$ cat config.mk
export PLATFORM = sky130hd
export DESIGN_NAME = parity_frame_ctrl_flat
export DESIGN_NICKNAME = d
export VERILOG_FILES = /design/src/rtl/parity_frame_ctrl_if.sv /design/src/rtl/parity_frame_ctrl.sv /design/src/flat_wrapper.sv
export SDC_FILE = /design/constraint.sdc
export NUM_CORES = 1
export LEC_CHECK = 0
export ABC_AREA = 1
export ABC_CLOCK_PERIOD_IN_PS = 3580
export BUFFER_PORTS_ARGS = -buffer_cell sky130_fd_sc_hd__clkbuf_2
export CORE_MARGIN = 2
export CORE_UTILIZATION = 55
export CTS_BUF_LIST = sky130_fd_sc_hd__clkbuf_2 sky130_fd_sc_hd__clkbuf_4 sky130_fd_sc_hd__clkbuf_8
export CTS_CLUSTER_DIAMETER = 40
export CTS_CLUSTER_SIZE = 10
export DETAILED_ROUTE_END_ITERATION = 7
export GPL_TIMING_DRIVEN = 0
export PLACE_DENSITY = 0.78
export SYNTH_ARGS = -nofsm -noshare
export SYNTH_HDL_FRONTEND = slang
export SYNTH_SLANG_ARGS = --single-unit
export TNS_END_PERCENT = 100
$ cat constraint.sdc
create_clock -name clk -period 3.58 [get_ports clk]
set_input_delay 0.716 -clock clk [delete_from_list [all_inputs] [get_ports clk]]
set_output_delay 0.716 -clock clk [all_outputs]
set_load 0.01 [all_outputs]
$ cat src/rtl/parity_frame_ctrl_if.sv
// Handshake bundle between a serial bit source and the parity frame controller.
interface parity_frame_ctrl_if #(
    parameter int unsigned CNT_W = 4
);
    logic             start;
    logic             abort;
    logic             bit_valid;
    logic             bit_in;
    logic             ready;
    logic             busy;
    logic             done;
    logic             parity_odd;
    logic [CNT_W-1:0] ones_count;
    logic             parity_err;

    modport master (
        output start, abort, bit_valid, bit_in,
        input  ready, busy, done, parity_odd, ones_count, parity_err
    );

    modport slave (
        input  start, abort, bit_valid, bit_in,
        output ready, busy, done, parity_odd, ones_count, parity_err
    );
endinterface

$ cat src/rtl/parity_frame_ctrl.sv
// Frames a serial bit stream into FRAME_LEN data bits plus one parity bit and
// reports ones count, data parity and parity error with a one-cycle done pulse.
module parity_frame_ctrl #(
    parameter int unsigned FRAME_LEN   = 8,
    parameter int unsigned CNT_W       = 4,
    parameter int unsigned PARITY_MODE = 0
) (
    input  logic               clk,
    input  logic               rst,
    parity_frame_ctrl_if.slave bus
);

    localparam logic [CNT_W-1:0] LAST_BIT = CNT_W'(FRAME_LEN - 1);
    localparam logic             MODE_ODD = (PARITY_MODE != 0);

    typedef enum logic [2:0] {
        IDLE,
        RX_PAR,
        RX_IMPAR,
        CHK_PAR,
        CHK_IMPAR,
        DONE
    } state_t;

    state_t           state;
    state_t           state_next;
    logic [CNT_W-1:0] bit_cnt;
    logic [CNT_W-1:0] ones_cnt;
    logic             clr_cnt;
    logic             inc_bit;
    logic             inc_one;
    logic             load_res;
    logic             odd_after;
    logic             odd_flag;

    // State register
    always_ff @(posedge clk) begin
        if (rst) state <= IDLE;
        else     state <= state_next;
    end

    // Next-state and datapath control
    always_comb begin
        state_next = state;
        clr_cnt    = 1'b0;
        inc_bit    = 1'b0;
        inc_one    = 1'b0;
        load_res   = 1'b0;
        odd_after  = (state == RX_IMPAR) ^ bus.bit_in;
        unique case (state)
            IDLE: begin
                if (bus.start) begin
                    state_next = RX_PAR;
                    clr_cnt    = 1'b1;
                end
            end
            RX_PAR, RX_IMPAR: begin
                if (bus.abort) begin
                    state_next = IDLE;
                end else if (bus.bit_valid) begin
                    inc_bit = 1'b1;
                    inc_one = bus.bit_in;
                    if (bit_cnt == LAST_BIT) state_next = odd_after ? CHK_IMPAR : CHK_PAR;
                    else                     state_next = odd_after ? RX_IMPAR  : RX_PAR;
                end
            end
            CHK_PAR, CHK_IMPAR: begin
                if (bus.abort) begin
                    state_next = IDLE;
                end else if (bus.bit_valid) begin
                    state_next = DONE;
                    load_res   = 1'b1;
                end
            end
            DONE:    state_next = IDLE;
            default: state_next = IDLE;
        endcase
    end

    assign odd_flag = (state == CHK_IMPAR);

    // Working counters
    always_ff @(posedge clk) begin
        if (rst || clr_cnt) begin
            bit_cnt  <= '0;
            ones_cnt <= '0;
        end else begin
            if (inc_bit) bit_cnt  <= bit_cnt + CNT_W'(1);
            if (inc_one) ones_cnt <= ones_cnt + CNT_W'(1);
        end
    end

    // Frame results, held until the next completed frame
    always_ff @(posedge clk) begin
        if (rst) begin
            bus.parity_odd <= 1'b0;
            bus.ones_count <= '0;
            bus.parity_err <= 1'b0;
        end else if (load_res) begin
            bus.parity_odd <= odd_flag;
            bus.ones_count <= ones_cnt;
            bus.parity_err <= (bus.bit_in != (odd_flag ^ MODE_ODD));
        end
    end

    // Status flags registered from the next state so they track the state register exactly
    always_ff @(posedge clk) begin
        if (rst) begin
            bus.ready <= 1'b1;
            bus.busy  <= 1'b0;
            bus.done  <= 1'b0;
        end else begin
            bus.ready <= (state_next == IDLE);
            bus.busy  <= (state_next inside {RX_PAR, RX_IMPAR, CHK_PAR, CHK_IMPAR});
            bus.done  <= (state_next == DONE);
        end
    end

endmodule

$ cat src/flat_wrapper.sv
// flat-port wrapper written by rule: the top's interface ports become plain ports
module parity_frame_ctrl_flat 
#(
    parameter int unsigned FRAME_LEN   = 8,
    parameter int unsigned CNT_W       = 4,
    parameter int unsigned PARITY_MODE = 0
)
  (clk, rst, bus_start, bus_abort, bus_bit_valid, bus_bit_in, bus_ready, bus_busy, bus_done, bus_parity_odd, bus_ones_count, bus_parity_err);
  parity_frame_ctrl_if #(.CNT_W(CNT_W)) bus_i ();
  input  logic clk;
  input  logic rst;
  input wire logic [$bits(bus_i.start)-1:0] bus_start;
  input wire logic [$bits(bus_i.abort)-1:0] bus_abort;
  input wire logic [$bits(bus_i.bit_valid)-1:0] bus_bit_valid;
  input wire logic [$bits(bus_i.bit_in)-1:0] bus_bit_in;
  output wire logic [$bits(bus_i.ready)-1:0] bus_ready;
  output wire logic [$bits(bus_i.busy)-1:0] bus_busy;
  output wire logic [$bits(bus_i.done)-1:0] bus_done;
  output wire logic [$bits(bus_i.parity_odd)-1:0] bus_parity_odd;
  output wire logic [$bits(bus_i.ones_count)-1:0] bus_ones_count;
  output wire logic [$bits(bus_i.parity_err)-1:0] bus_parity_err;
  assign bus_i.start = bus_start;
  assign bus_i.abort = bus_abort;
  assign bus_i.bit_valid = bus_bit_valid;
  assign bus_i.bit_in = bus_bit_in;
  assign bus_ready = bus_i.ready;
  assign bus_busy = bus_i.busy;
  assign bus_done = bus_i.done;
  assign bus_parity_odd = bus_i.parity_odd;
  assign bus_ones_count = bus_i.ones_count;
  assign bus_parity_err = bus_i.parity_err;
  parity_frame_ctrl #(.FRAME_LEN(FRAME_LEN), .CNT_W(CNT_W), .PARITY_MODE(PARITY_MODE)) u_core (.clk(clk), .rst(rst), .bus(bus_i));
endmodule
# Word level (Yosys, flattened, before mapping)
# Index checks and enable logic that the tools add are counted.
[classes]
n_addsub = 2
mul = 0
n_div = 0
n_lt_le_gt_ge = 0
n_eq_ne = 11
shift = 0
n_mux = 18
n_bitwise = 1
n_reduce_logical = 6
[op_table]
columns = ["cell", "count"]
rows = [
  ["$mux W3", 7],
  ["$eq A3 B2 Y1 const B", 4],
  ["$eq A3 B3 Y1 const B", 3],
  ["$mux W1", 9],
  ["$pmux W3 S3", 1],
  ["$add A4 B1 Y4 const B", 2],
  ["$eq A3 B1 Y1 const B", 2],
  ["$logic_not A3 Y1", 2],
  ["$eq A4 B3 Y1 const B", 1],
  ["$reduce_bool A4 Y1", 1],
  ["$reduce_or A2 Y1", 2],
  ["$mux W2", 1],
  ["$logic_or A1 B1 Y1", 1],
  ["$ne A1 B1 Y1", 1],
  ["$xor A1 B1 Y1", 1],
]
[totals]
ff_bits = 20
latch_bits = 0
ramBits = 0
rom_bits = 0
in_bits = 6
output_inout_bits = 9
mem_count = 0

# Logic depth before layout (Yosys ltp)
[logic_depth]
word_depth = 9
ltp_mapped = 14

# Worst setup path after synthesis
# OpenSTA, ideal clock, no wires.
[synth_timing]
kind = "in2reg"
from = "input bus_bit_in"
to = "register u_core.bus.busy"
setup_ns = 0.109
t_arrival_ns = 1.740
t_required_ns = 3.471
slack_ns = 1.731
path_stages = 12
path_buffers = 0
cell_sequence = "inv_1 > nand4_1 > nand2_1 > ha_1 > nor2_1 > nor2_1 > nand3_1 > nand2_1 > o21ai_0 > nand2_1 > nand2_1 > inv_1"
[synth_between]
elab_chain_len = 8
elab_cells_between_ends = 12
[synth_lines]
columns = ["element", "line", "text"]
rows = [
  ["start: declaration", "flat_wrapper.sv:15", "input wire logic [$bits(bus_i.bit_in)-1:0] bus_bit_in;"],
  ["$xor A1 B1 Y1 (*)", "parity_frame_ctrl.sv:49", "odd_after = (state == RX_IMPAR) ^ bus.bit_in;"],
  ["$mux W2 / $mux W3 (equally long branches)", "parity_frame_ctrl.sv:64, parity_frame_ctrl.sv:63", ""],
  ["$mux W3 (*)", "parity_frame_ctrl.sv:63", "if (bit_cnt == LAST_BIT) state_next = odd_after ? CHK_IMPAR : CHK_PAR;"],
  ["$mux W3 (*)", "parity_frame_ctrl.sv:60", "end else if (bus.bit_valid) begin"],
  ["$mux W3 (*)", "parity_frame_ctrl.sv:58", "if (bus.abort) begin"],
  ["$pmux W3 S3 (*)", "parity_frame_ctrl.sv:50", "unique case (state)"],
  ["$eq A3 B1 Y1, or another cell as far along", "parity_frame_ctrl.sv:114", "bus.busy <= (state_next inside {RX_PAR, RX_IMPAR, CHK_PAR, CHK_IMPAR});"],
  ["$reduce_bool A4 Y1 (*)", "parity_frame_ctrl.sv:114", ""],
  ["end signal: assignment", "parity_frame_ctrl.sv:114", ""],
  ["end: declaration", "parity_frame_ctrl_if.sv:23", "output ready, busy, done, parity_odd, ones_count, parity_err"],
]
# Every way passes the cells marked *; elsewhere a longest branch is shown, timed or not.
# A chain may end at the register's enable or synchronous reset.

# Worst setup path after layout
# Ends and elaborated chain as after synthesis.

==> results.yml <==
floorplan:
  die_x_um: 45.9
  die_y_um: 45.9
  rows: 15
  start_util: 0.573
  ioPinCount: 15
  core-area_um2: 1690
  die_area_um2: 2110
power_and_ir_drop:
  power_frac_clock: 0.322
  switching_power_w: 0.0000974
  powerDensity_nw_per_um2: 366
  irDropWorstVdd_mv: 0.206
  p_leak_nw: 0.529
  combPwrFrac: 0.105
  p_sw_frac: 0.243
  p_int_w: 0.000303
  power.total_w: 0.000401
  seq_power_share: 0.574
routing:
  vias: 903
  viasPerCell: 5.19
  drt-initial-drc-count: 15
  drt-pass1-iter-count: 4
  wl_per_cell_um: 10.4
  detail-route-antenna-nets: 0
  drt-total-wl_um: 1810
  drc: 0
clocking:
  cts_buffers: 3
  cts_root_buf: "clkbuf_4"
  cts_resized: 0
  path_clk_slew_ns: 0.11
  cts_hold_buffers: 0
  clk_path_buf_depth: 2
  clock_sinks: 20
  tritoncts: "yes"
  htreeDepth: 1
  clk_latency_ns: 0.29
  postCtsSetupBuffers: 0
placement:
  port_buffers: 14
  gp_congestion: 0.770
  place_area_um2: 1060
  place_inst: 170
  hpwl_um: 1450
min_path:
  hold_path_depth: 2
  hold_path_class: "reg2reg"
  holdPathEnd: "u_core.bus.parity_odd$_SDFFE_PP0P_"
  hp-start: "u_core.bus.parity_odd$_SDFFE_PP0P_"
sta:
  worstMarginPinSlew_ns: 0.278
  clock.fmax_ghz: 0.551
  rsz0062_at_grt: "no"
  clock_skew_ns: 0.00366
  post-route-min-period_ns: 1.81
  slew_violations: 0
  max_slew_margin: 0.815
  fin_setup_tns_ns: 0
  timing.final.crit_share: 0.507
  hold_viol: 0
  setup_violations: 0
cells_and_area:
  drive_gt1_frac: 0.166
  final_cell_mix: "30 x nand2_1, 22 x inv_1, 20 x dfxtp_1"
  multiInputGateArea_um2: 480
  antenna_cells: 0
  final_area_um2: 1090
  final.fill_count: 160
  seq_area_um2: 400
  finalNetCount: 167
  syn_to_final_growth_pct: 13.2
  final_core_util: 0.648
  stdcell_count: 174
  mostFrequentLayoutCell: "nand2_1"
logic_synthesis:
  syn_nets: 148
  yosysWarnings: 0
  syn_inst: 139
  synth_adder_area_share: 0.0388
  synth_xor_area_frac: 0.00906
  syn_area_um2: 967
  synthMuxAreaShare: 0
  synth_top_family_by_area: "simple AND/OR/NAND/NOR gates"
  yosysUniqueCellTypes: 19
  synth.avg_cell_area_um2: 6.96
  seq_area_frac_synth: 0.414
  synth_compound_area_frac: 0.124
  synth_seq_cells: 20
  synth-simple-area-share: 0.325
worst_setup_path:
  required_ns: 3.79
  crit_path_start_kind: "input port"
  r2r_start: "u_core.bit_cnt[0]$_SDFFE_PP0P_"
  worstSetupPathType: "in2reg"
  r2r_end: "u_core.bus.busy$_SDFF_PP0_"
  reg2reg_setup_slack_ns: 1.80
  cp-end-kind: "flip-flop"
  reg2reg_depth: 12
  crit_fanout: 3
  worstPathArrival_ns: 2.02
grt:
  grt_use_total: 0.193
  antenna_found_initial: 0
  grt_overflow: 0
  grt_max_degree: 12
  grt_first_pass_wirelength_um: 2950
  grt_pass1_vias: 732
flow_run:
  maxCapViolCount: 0
status:
  outcome: "complete, no violations"
[Yosys cell counts, drive strengths merged]
library cell	count	area share
nand3	9	0.047
nand4	1	0.0065
nor2	21	0.11
nor3	2	0.010
nand2	33	0.14
ha	3	0.039
o21ai	11	0.057
dfxtp	20	0.41
inv	23	0.089
xor2	1	0.0091
and3	1	0.0065
or2	1	0.0065
a21oi	13	0.067
[cells by family after synthesis]
group,after synthesis
compound gates,24
xor+xnor,1
fa+ha+maj,3
buf+inv,23
flops,20
simple gates,68
[flip-flops by register name (all words and copies together), names as in the netlist]
name                   count
u_core.bus.busy            1
u_core.bus.parity_odd      1
u_core.state               3
u_core.bus.parity_err      1
u_core.ones_cnt            4
u_core.bus.ready           1
u_core.bus.ones_count      4
u_core.bus.done            1
u_core.bit_cnt             4
[routing by layer]
| metal | wire [um] | part of all wire | up-vias | track usage |
|---|---|---|---|---|
| met5 | 0 | 0 | - | 0 |
| met4 | 13 | 0.0072 | 0 | 0.0857 |
| met3 | 45 | 0.025 | 2 | 0.0238 |
| met2 | 884 | 0.49 | 12 | 0.311 |
| met1 | 862 | 0.48 | 414 | 0.255 |
| li1 | - | - | 475 | - |
[worst max-delay path, cell delays in order]
cell      delay [ns]
clkbuf_2        0.12
inv_1           0.09
nand4_1         0.10
nand2_1         0.07
ha_1            0.30
nor2_1          0.10
nor2_1          0.05
nand3_1         0.08
nand2_1         0.08
o21ai_0         0.15
nand2_1         0.09
nand2_1         0.06
inv_1           0.03
[metrics by stage]
stage | hold WS [ns] | worst slack [ns]
2_1_floorplan | 0.439 | 1.73
3_3_place_gp | 0.451 | 1.47
3_5_place_dp | 0.454 | 1.46
4_1_cts | 0.471 | 1.79
5_1_grt | 0.503 | 1.64
6_report | 0.467 | 1.77
[layout make-up]
type | instances | area share
timing repair buffer | 14 | 0.0640
clock buffer | 4 | 0.0331
inverter | 23 | 0.0789
multi-input combinational | 96 | 0.439
tap | 17 | 0.0194
sequential | 20 | 0.366
[worst max path at each step]
stage                                         startpoint                    endpoint  slack, ns  cells past startpoint
after detailed placement                      bus_bit_in  u_core.bus.busy$_SDFF_PP0_       1.46                     13
after CTS                                     bus_bit_in  u_core.bus.busy$_SDFF_PP0_       1.79                     13
after floorplan                               bus_bit_in  u_core.bus.busy$_SDFF_PP0_       1.73                     12
after global routing      u_core.bit_cnt[0]$_SDFFE_PP0P_  u_core.bus.busy$_SDFF_PP0_       1.64                     13
final                                         bus_bit_in  u_core.bus.busy$_SDFF_PP0_       1.77                     13
after global placement                        bus_bit_in  u_core.bus.busy$_SDFF_PP0_       1.47                     13
[power groups by stage]
stage | sequential [W] | combinational (W) | clock [W]
detailed placement | 0.000235 | 0.0000420 | 0
global route | 0.000231 | 0.0000474 | 0.000143
finish | 0.000230 | 0.0000419 | 0.000129
global placement | 0.000235 | 0.0000410 | 0
floorplan | 0.000236 | 0.0000278 | 0
CTS | 0.000230 | 0.0000422 | 0.000133
No activity file was read; power rests on OpenSTA's default activity.
